### config.mk
export PLATFORM = sky130hd
export DESIGN_NAME = seg7_scan_driver
export DESIGN_NICKNAME = d
export VERILOG_FILES = /design/src/rtl/seg7_pkg.sv /design/src/rtl/bin2bcd_seq.sv /design/src/rtl/seg7_scan_driver.sv
export SDC_FILE = /design/constraint.sdc
export NUM_CORES = 1
export LEC_CHECK = 0
export CORE_AREA = 4 4 92 103
export CTS_BUF_LIST = sky130_fd_sc_hd__clkbuf_4 sky130_fd_sc_hd__clkbuf_8
export DETAILED_ROUTE_END_ITERATION = 12
export DIE_AREA = 0 0 96 107
export GPL_TIMING_DRIVEN = 0
export PLACE_DENSITY = 0.82
export REMOVE_ABC_BUFFERS = 1
export SLEW_MARGIN = 0
export SYNTH_ARGS = -nofsm -noshare
export SYNTH_HDL_FRONTEND = slang
export SYNTH_SLANG_ARGS = --single-unit
### constraint.sdc
create_clock -name clk_in -period 2.2 [get_ports clk_in]
set_input_delay 0.33 -clock clk_in [delete_from_list [all_inputs] [get_ports clk_in]]
set_output_delay 0.33 -clock clk_in [all_outputs]
set_load 0.005 [all_outputs]
### src/rtl/seg7_pkg.sv
`default_nettype none
// ============================================================================
//  Module      : seg7_pkg
//  Description : Shared definitions for the 7-segment scan driver.
//                Active-low segment encodings {g,f,e,d,c,b,a}, the
//                conversion FSM state type, and a helper that sizes the
//                BCD scratch register for a given binary width.
//  Revision    : 1.0  initial release
// ============================================================================
package seg7_pkg;

    localparam logic [6:0] SEG_BLANK = 7'h7F;
    localparam logic [6:0] SEG_DASH  = 7'h3F;

    typedef enum logic [1:0] {
        ST_IDLE  = 2'd0,
        ST_SHIFT = 2'd1,
        ST_DONE  = 2'd2
    } conv_state_t;

    // Active-low segment pattern for one hex nibble.
    function automatic logic [6:0] hex_to_seg(input logic [3:0] nib);
        logic [6:0] seg;
        case (nib)
            4'h0:    seg = 7'h40;
            4'h1:    seg = 7'h79;
            4'h2:    seg = 7'h24;
            4'h3:    seg = 7'h30;
            4'h4:    seg = 7'h19;
            4'h5:    seg = 7'h12;
            4'h6:    seg = 7'h02;
            4'h7:    seg = 7'h78;
            4'h8:    seg = 7'h00;
            4'h9:    seg = 7'h10;
            4'hA:    seg = 7'h08;
            4'hB:    seg = 7'h03;
            4'hC:    seg = 7'h46;
            4'hD:    seg = 7'h21;
            4'hE:    seg = 7'h06;
            default: seg = 7'h0E;
        endcase
        return seg;
    endfunction

    // Number of decimal digits needed to hold 2^width-1 without truncation.
    function automatic int bcd_nibbles(input int width);
        longint unsigned max_val;
        longint unsigned pow;
        int              n;
        max_val = (64'd1 << width) - 64'd1;
        pow     = 64'd10;
        n       = 1;
        for (int i = 0; i < 20; i++) begin
            if (pow <= max_val) begin
                n   = n + 1;
                pow = pow * 64'd10;
            end
        end
        return n;
    endfunction

endpackage
`default_nettype wire

### src/rtl/bin2bcd_seq.sv
`default_nettype none
// ============================================================================
//  Module      : bin2bcd_seq
//  Description : Sequential double-dabble binary-to-BCD converter with a
//                one-deep pending slot. One shift per clock; a strobe that
//                arrives while busy is parked and converted next.
//  Ports       : clk_in  - clock
//                reset   - synchronous active-high reset
//                start   - 1-cycle load strobe for value
//                value   - binary input
//                busy    - conversion in progress
//                done    - 1-cycle pulse while the result in bcd is final
//                bcd     - low DIGITS BCD nibbles of the result
//                ovf     - last converted value exceeded 10^DIGITS-1
//  Revision    : 1.0  initial release
// ============================================================================
module bin2bcd_seq
    import seg7_pkg::*;
#(
    parameter int VALUE_W = 16,
    parameter int DIGITS  = 4
) (
    input  logic                  clk_in,
    input  logic                  reset,
    input  logic                  start,
    input  logic [VALUE_W-1:0]    value,
    output logic                  busy,
    output logic                  done,
    output logic [DIGITS*4-1:0]   bcd,
    output logic                  ovf
);

    localparam int c_NIBBLES = bcd_nibbles(VALUE_W);
    localparam int c_SR_W    = c_NIBBLES * 4 + VALUE_W;
    localparam int c_CNT_W   = $clog2(VALUE_W + 1);
    localparam logic [c_CNT_W-1:0] c_LAST = c_CNT_W'(VALUE_W - 1);

    conv_state_t            r_state;
    conv_state_t            w_state_next;
    logic [c_SR_W-1:0]      r_sr;        // {bcd scratch, binary}
    logic [c_SR_W-1:0]      w_sr_adj;
    logic [c_CNT_W-1:0]     r_cnt;
    logic                   r_pending;
    logic [VALUE_W-1:0]     r_pend_val;
    logic                   r_ovf;
    logic                   w_load_new;
    logic                   w_load_pend;
    logic                   w_store_pend;
    logic                   w_done;
    logic                   w_hi_nz;

    // State register
    always_ff @(posedge clk_in) begin
        if (reset) begin
            r_state <= ST_IDLE;
        end else begin
            r_state <= w_state_next;
        end
    end

    // Next-state and control strobes
    always_comb begin
        w_state_next = r_state;
        w_load_new   = 1'b0;
        w_load_pend  = 1'b0;
        w_store_pend = 1'b0;
        w_done       = 1'b0;
        case (r_state)
            ST_IDLE: begin
                if (start) begin
                    w_load_new   = 1'b1;
                    w_state_next = ST_SHIFT;
                end
            end
            ST_SHIFT: begin
                w_store_pend = start;
                if (r_cnt == c_LAST) begin
                    w_state_next = ST_DONE;
                end
            end
            ST_DONE: begin
                w_done = 1'b1;
                if (r_pending) begin
                    // Older parked value goes first; a simultaneous strobe
                    // takes its place in the pending slot.
                    w_load_pend  = 1'b1;
                    w_store_pend = start;
                    w_state_next = ST_SHIFT;
                end else if (start) begin
                    // Equivalent to parking and immediately reloading.
                    w_load_new   = 1'b1;
                    w_state_next = ST_SHIFT;
                end else begin
                    w_state_next = ST_IDLE;
                end
            end
            default: w_state_next = ST_IDLE;
        endcase
    end

    // Add-3 correction on every nibble >= 5 before the shift.
    always_comb begin
        w_sr_adj = r_sr;
        for (int i = 0; i < c_NIBBLES; i++) begin
            if (r_sr[VALUE_W + 4*i +: 4] >= 4'd5) begin
                w_sr_adj[VALUE_W + 4*i +: 4] = r_sr[VALUE_W + 4*i +: 4] + 4'd3;
            end
        end
    end

    // Datapath
    always_ff @(posedge clk_in) begin
        if (reset) begin
            r_sr       <= '0;
            r_cnt      <= '0;
            r_pending  <= 1'b0;
            r_pend_val <= '0;
            r_ovf      <= 1'b0;
        end else begin
            if (w_load_new) begin
                r_sr  <= {{(c_NIBBLES*4){1'b0}}, value};
                r_cnt <= '0;
            end else if (w_load_pend) begin
                r_sr  <= {{(c_NIBBLES*4){1'b0}}, r_pend_val};
                r_cnt <= '0;
            end else if (r_state == ST_SHIFT) begin
                r_sr  <= {w_sr_adj[c_SR_W-2:0], 1'b0};
                r_cnt <= r_cnt + 1'b1;
            end

            if (w_store_pend) begin
                r_pending  <= 1'b1;
                r_pend_val <= value;
            end else if (w_load_pend) begin
                r_pending  <= 1'b0;
            end

            if (w_done) begin
                r_ovf <= w_hi_nz;
            end
        end
    end

    // Overflow means a nonzero nibble above the displayed digits.
    generate
        if (c_NIBBLES > DIGITS) begin : g_ovf_chk
            assign w_hi_nz = |r_sr[c_SR_W-1:VALUE_W + DIGITS*4];
            assign bcd     = r_sr[VALUE_W +: DIGITS*4];
        end else if (c_NIBBLES == DIGITS) begin : g_exact
            assign w_hi_nz = 1'b0;
            assign bcd     = r_sr[c_SR_W-1:VALUE_W];
        end else begin : g_pad
            assign w_hi_nz = 1'b0;
            assign bcd     = {{((DIGITS - c_NIBBLES)*4){1'b0}}, r_sr[c_SR_W-1:VALUE_W]};
        end
    endgenerate

    assign busy = (r_state != ST_IDLE);
    assign done = w_done;
    assign ovf  = r_ovf;

endmodule
`default_nettype wire

### src/rtl/seg7_scan_driver.sv
`default_nettype none
// ============================================================================
//  Module      : seg7_scan_driver
//  Description : Shows a binary value as decimal on a multiplexed,
//                active-low 7-segment display. scan_clk is sampled as data;
//                each rising edge advances to the next digit.
//  Ports       : clk_in      - system clock
//                reset       - synchronous active-high reset
//                scan_clk    - divided scan strobe (data, not a clock)
//                value       - binary value to display
//                value_valid - 1-cycle load strobe
//                busy        - conversion in progress
//                ovf         - displayed value exceeds 10^DIGITS-1
//                an          - anode enables, active-low one-hot
//                seg         - segments {g,f,e,d,c,b,a}, active-low
//                dp          - decimal point, always off
//  Revision    : 1.0  initial release
// ============================================================================
module seg7_scan_driver
    import seg7_pkg::*;
#(
    parameter int VALUE_W  = 16,
    parameter int DIGITS   = 4,
    parameter int BLANK_LZ = 1
) (
    input  logic                clk_in,
    input  logic                reset,
    input  logic                scan_clk,
    input  logic [VALUE_W-1:0]  value,
    input  logic                value_valid,
    output logic                busy,
    output logic                ovf,
    output logic [DIGITS-1:0]   an,
    output logic [6:0]          seg,
    output logic                dp
);

    localparam int c_IDX_W = (DIGITS > 1) ? $clog2(DIGITS) : 1;
    localparam logic [c_IDX_W-1:0] c_IDX_LAST = c_IDX_W'(DIGITS - 1);

    logic                   r_scan_q;
    logic                   w_scan_tick;
    logic [c_IDX_W-1:0]     r_digit_idx;
    logic [DIGITS*4-1:0]    r_disp;
    logic [DIGITS*4-1:0]    w_bcd;
    logic                   w_done;
    logic                   w_ovf;
    logic [DIGITS-1:0]      w_nz;
    logic                   w_blank;
    logic [3:0]             w_nib;
    logic [6:0]             w_seg_next;
    logic [DIGITS-1:0]      w_an_next;
    logic [DIGITS-1:0]      r_an;
    logic [6:0]             r_seg;

    bin2bcd_seq #(
        .VALUE_W (VALUE_W),
        .DIGITS  (DIGITS)
    ) u_bin2bcd (
        .clk_in  (clk_in),
        .reset   (reset),
        .start   (value_valid),
        .value   (value),
        .busy    (busy),
        .done    (w_done),
        .bcd     (w_bcd),
        .ovf     (w_ovf)
    );

    assign w_scan_tick = scan_clk & ~r_scan_q;

    // A digit is a leading zero when no nonzero nibble sits at or above it.
    always_comb begin
        w_nz = '0;
        for (int i = 0; i < DIGITS; i++) begin
            w_nz[i] = |r_disp[4*i +: 4];
        end
    end

    always_comb begin
        w_nib      = r_disp[{r_digit_idx, 2'b00} +: 4];
        w_blank    = (BLANK_LZ != 0) && (r_digit_idx != '0) &&
                     ((w_nz >> r_digit_idx) == '0);
        w_an_next  = ~(DIGITS'(1) << r_digit_idx);
        if (w_ovf) begin
            w_seg_next = SEG_DASH;
        end else if (w_blank) begin
            w_seg_next = SEG_BLANK;
        end else begin
            w_seg_next = hex_to_seg(w_nib);
        end
    end

    always_ff @(posedge clk_in) begin
        if (reset) begin
            r_scan_q    <= 1'b0;
            r_digit_idx <= '0;
            r_an        <= '1;
            r_seg       <= SEG_BLANK;
            r_disp      <= '0;
        end else begin
            r_scan_q <= scan_clk;
            if (w_scan_tick) begin
                r_an        <= w_an_next;
                r_seg       <= w_seg_next;
                r_digit_idx <= (r_digit_idx == c_IDX_LAST) ? '0 : r_digit_idx + 1'b1;
            end
            // Display register only ever changes as a whole, at conversion end.
            if (w_done) begin
                r_disp <= w_bcd;
            end
        end
    end

    assign ovf = w_ovf;
    assign an  = r_an;
    assign seg = r_seg;
    assign dp  = 1'b1;

endmodule
`default_nettype wire

==> reports/qor.csv <==
metric,value,unit
die area,10300,um2
height of the chip,107,um
highest-delay cell along the critical path,mux4_2,
Slew headroom,55.9,%
largest stage delay on the critical path,580,ps
CP Buf/Inv Count,0,
Critical Path Source Type,register,
largest delay contributor family on the critical path,multiplexers,
core area,8360,um2
total track usage,19.3,%
Worst Path Max Fanout,15,
RSZ-0062 raised after global routing,false,
GPL Wtd Cong,0.844,
DRT iter0 DRCs,193,
crit end category,register,
Worst Clk Skew,13.3,ps
Ys Warns,0,
power density over cell area,885,nW/um2
worst-case vdd ir drop,0.657,mV
worst skew pair latency,360,ps
Crit path depth,6,
Final Power,0.00468,W
number of H-tree levels,3,
clk slew on worst S/H paths,90,ps
total negative slack,0,ps
CP Class,reg -> reg,
"FF+latch count, synth",91,
Min-Delay Path Depth,2,
fin crit period,2080,ps
first-pass GRT wire length,16000,um
CTS root buf,clkbuf_8,
actual slew at the worst max-slew pin,661,ps
outcome,completed,
HPWL Detailed,6340,um
Critical Path AT,2310,ps
initial antenna violation count,0,
worst hold path type,in -> reg,
I/O Buffers,32,
pins over their slew limit,0,
number of remaining DRC errors,0,
Mean Syn Cell Area,8.37,um2
drt total wl,9890,um
first drt pass iteration count,4,
antenna cells,0,
Mapped Cells,542,
drt via density,5.62,
max-cap viol count,0,
"Hold Vio Cnt, Final",0,
starting density of the core,54.2,%
global route total overflow,0,
DR WL/cell,14.6,um
footprint of the multi-input gates,2570,um2
final setup vio count,0,
num rows,35,
final net count,610,
worst endpoint required time,2430,ps
share of cells above drive strength 1,9.52,%
number of global-route vias before repair,3652,
post-route ant nets,0,
CTS tree,yes,
CTS Buffer Depth,2,
register area,1830,um2
Final period util,94.5,%
FILL cells,706,
post-synthesis sequential area ratio,40.2,%
total clock buffers created by CTS,9,
worst r2r path cells,6,
fin cells,678,
Leak,1.89,nW
CP cell instances,mux4_2 > ha_1 > mux2i_1 > nor2_1 > a2111oi_4 > a21oi_1,
width of the die,96,um
Post-Syn Area,4530,um2
largest net degree at the start of global routing,47,
# IOs,34,
routed via count,3811,
achievable clock frequency,481,MHz
CTS sink cnt,91,
Placed Cells,653,
Synth cell types,47,
Layout area overhead,16.6,%
[cells in the mapped netlist, drive strengths merged]
library cell | number | area share [%]
a221oi | 1 | 0.33
or3 | 6 | 0.83
a311oi | 1 | 0.19
dfxtp | 91 | 40
inv | 22 | 1.8
o22ai | 2 | 0.28
nor4bb | 1 | 0.22
mux4 | 4 | 2.1
conb | 1 | 0.083
nor2b | 3 | 0.41
a2bb2oi | 1 | 0.19
a211o | 4 | 0.77
a31oi | 3 | 0.41
nand2b | 9 | 1.2
a21o | 5 | 0.83
xnor2 | 10 | 1.9
nand4 | 1 | 0.14
or2 | 2 | 0.28
nor3b | 2 | 0.33
ha | 28 | 7.7
o21ai | 20 | 2.2
nand2 | 88 | 7.3
a21oi | 54 | 6.0
o31ai | 1 | 0.17
nor2 | 54 | 4.5
clkbuf | 27 | 2.2
and3 | 1 | 0.14
or4 | 1 | 0.17
nor4 | 5 | 0.69
nand3b | 1 | 0.17
nand3 | 19 | 2.1
a2111oi | 7 | 1.8
buf | 7 | 1.0
mux2i | 30 | 6.6
nor3 | 9 | 0.99
o211ai | 13 | 2.2
xor2 | 2 | 0.39
and2 | 2 | 0.28
mux2 | 2 | 0.58
a211oi | 2 | 0.33
[layout make-up]
class | count | area share [%]
Clock inverter | 5 | 1.47
Sequential cell | 91 | 34.7
Inverter | 22 | 1.63
Tap cell | 111 | 2.63
Clock buffer | 11 | 2.63
Timing Repair Buffer | 43 | 8.43
Multi-Input combinational cell | 395 | 48.6
[path summary, 6_finish.rpt]
kind	from	end	slack, ps
min reg2reg	u_bin2bcd.r_pend_val[15]	u_bin2bcd.r_pend_val[15]	450
max reg2reg	r_digit_idx[1]	seg[0]	120
max	r_digit_idx[1]	seg[0]	120
min	reset	u_bin2bcd.r_state[0]	400
[flip-flops by register name (all words and copies together) (netlist names)]
name and flops:
u_bin2bcd.ovf 1, u_bin2bcd.r_cnt 5, an 4, r_scan_q 1, r_disp 16, u_bin2bcd.r_pend_val 16
u_bin2bcd.r_state 2, u_bin2bcd.r_sr 36, r_digit_idx 2, u_bin2bcd.r_pending 1, seg 7
[per-stage QoR]
step	area [um2]	utilization [%]	hold slack (ps)	setup WS (ps)
6_report	5290	63.2	396	121
4_1_cts	5220	62.3	404	24.7
5_1_grt	5290	63.2	417	29.8
3_5_place_dp	4880	58.3	444	-1570
3_3_place_gp	4840	57.9	437	-2380
2_1_floorplan	4390	-	399	-1230
[layout by cell type (no fill, tap or decap), drive strengths merged, types with 2 or more instances in the layout]
cell,Yosys,final
mux4,4,4
bufinv,0,2
o21ai,20,20
ha,28,28
a21o,5,5
nor3,9,9
dfxtp,91,91
nand3,19,19
nor2,54,54
mux2i,30,30
inv,22,21
clkinvlp,0,2
a21oi,54,54
a211oi,2,2
nor4,5,5
nor2b,3,3
or2,2,2
xnor2,10,10
or3,6,6
clkbuf,27,11
a211o,4,4
o22ai,2,2
nor3b,2,2
o211ai,13,13
nand2b,9,9
a2111oi,7,7
buf,7,12
clkinv,0,2
nand2,88,88
mux2,2,2
xor2,2,2
clkdlybuf4s50,0,31
a31oi,3,3
and2,2,2
[kinds of logic after synthesis]
logic type | after synthesis | synth area share (%)
other | 1 | 0.0827
buffers and inverters | 56 | 5.11
xor gates and xnor gates | 12 | 2.32
AOI/OAI and AO/OA | 114 | 15.6
adders and majority gates | 28 | 7.73
DFF | 91 | 40.2
muxes | 36 | 9.27
and+or+nand+nor | 204 | 19.7
[report_power, final]
| part | switching [W] | internal [W] |
|---|---|---|
| Combinational | 0.000808 | 0.000645 |
| Clock | 0.000574 | 0.000662 |
| Sequential | 0.000140 | 0.00185 |
| Total | 0.00152 | 0.00316 |
[per-layer routing]
| layer | routed length [um] | GRT usage, % | up-vias | share of wire [%] |
|---|---|---|---|---|
| li1 | - | - | 1898 | - |
| met1 | 4120 | 21.9 | 1812 | 42 |
| met2 | 5170 | 34.1 | 78 | 52 |
| met3 | 394 | 3.79 | 23 | 4.0 |
| met4 | 197 | 8.54 | 0 | 2.0 |
| met5 | 0 | 0 | - | 0 |
[repair_timing]
item / CTS / global route
gates resized for setup: 19 / 7
buffers inserted: 5 / 4
hold buffers: 0 / 0
pin swaps: 1 / 1
endpoints found under the setup margin: 67 / 37
No activity file was read; power rests on OpenSTA's default activity.
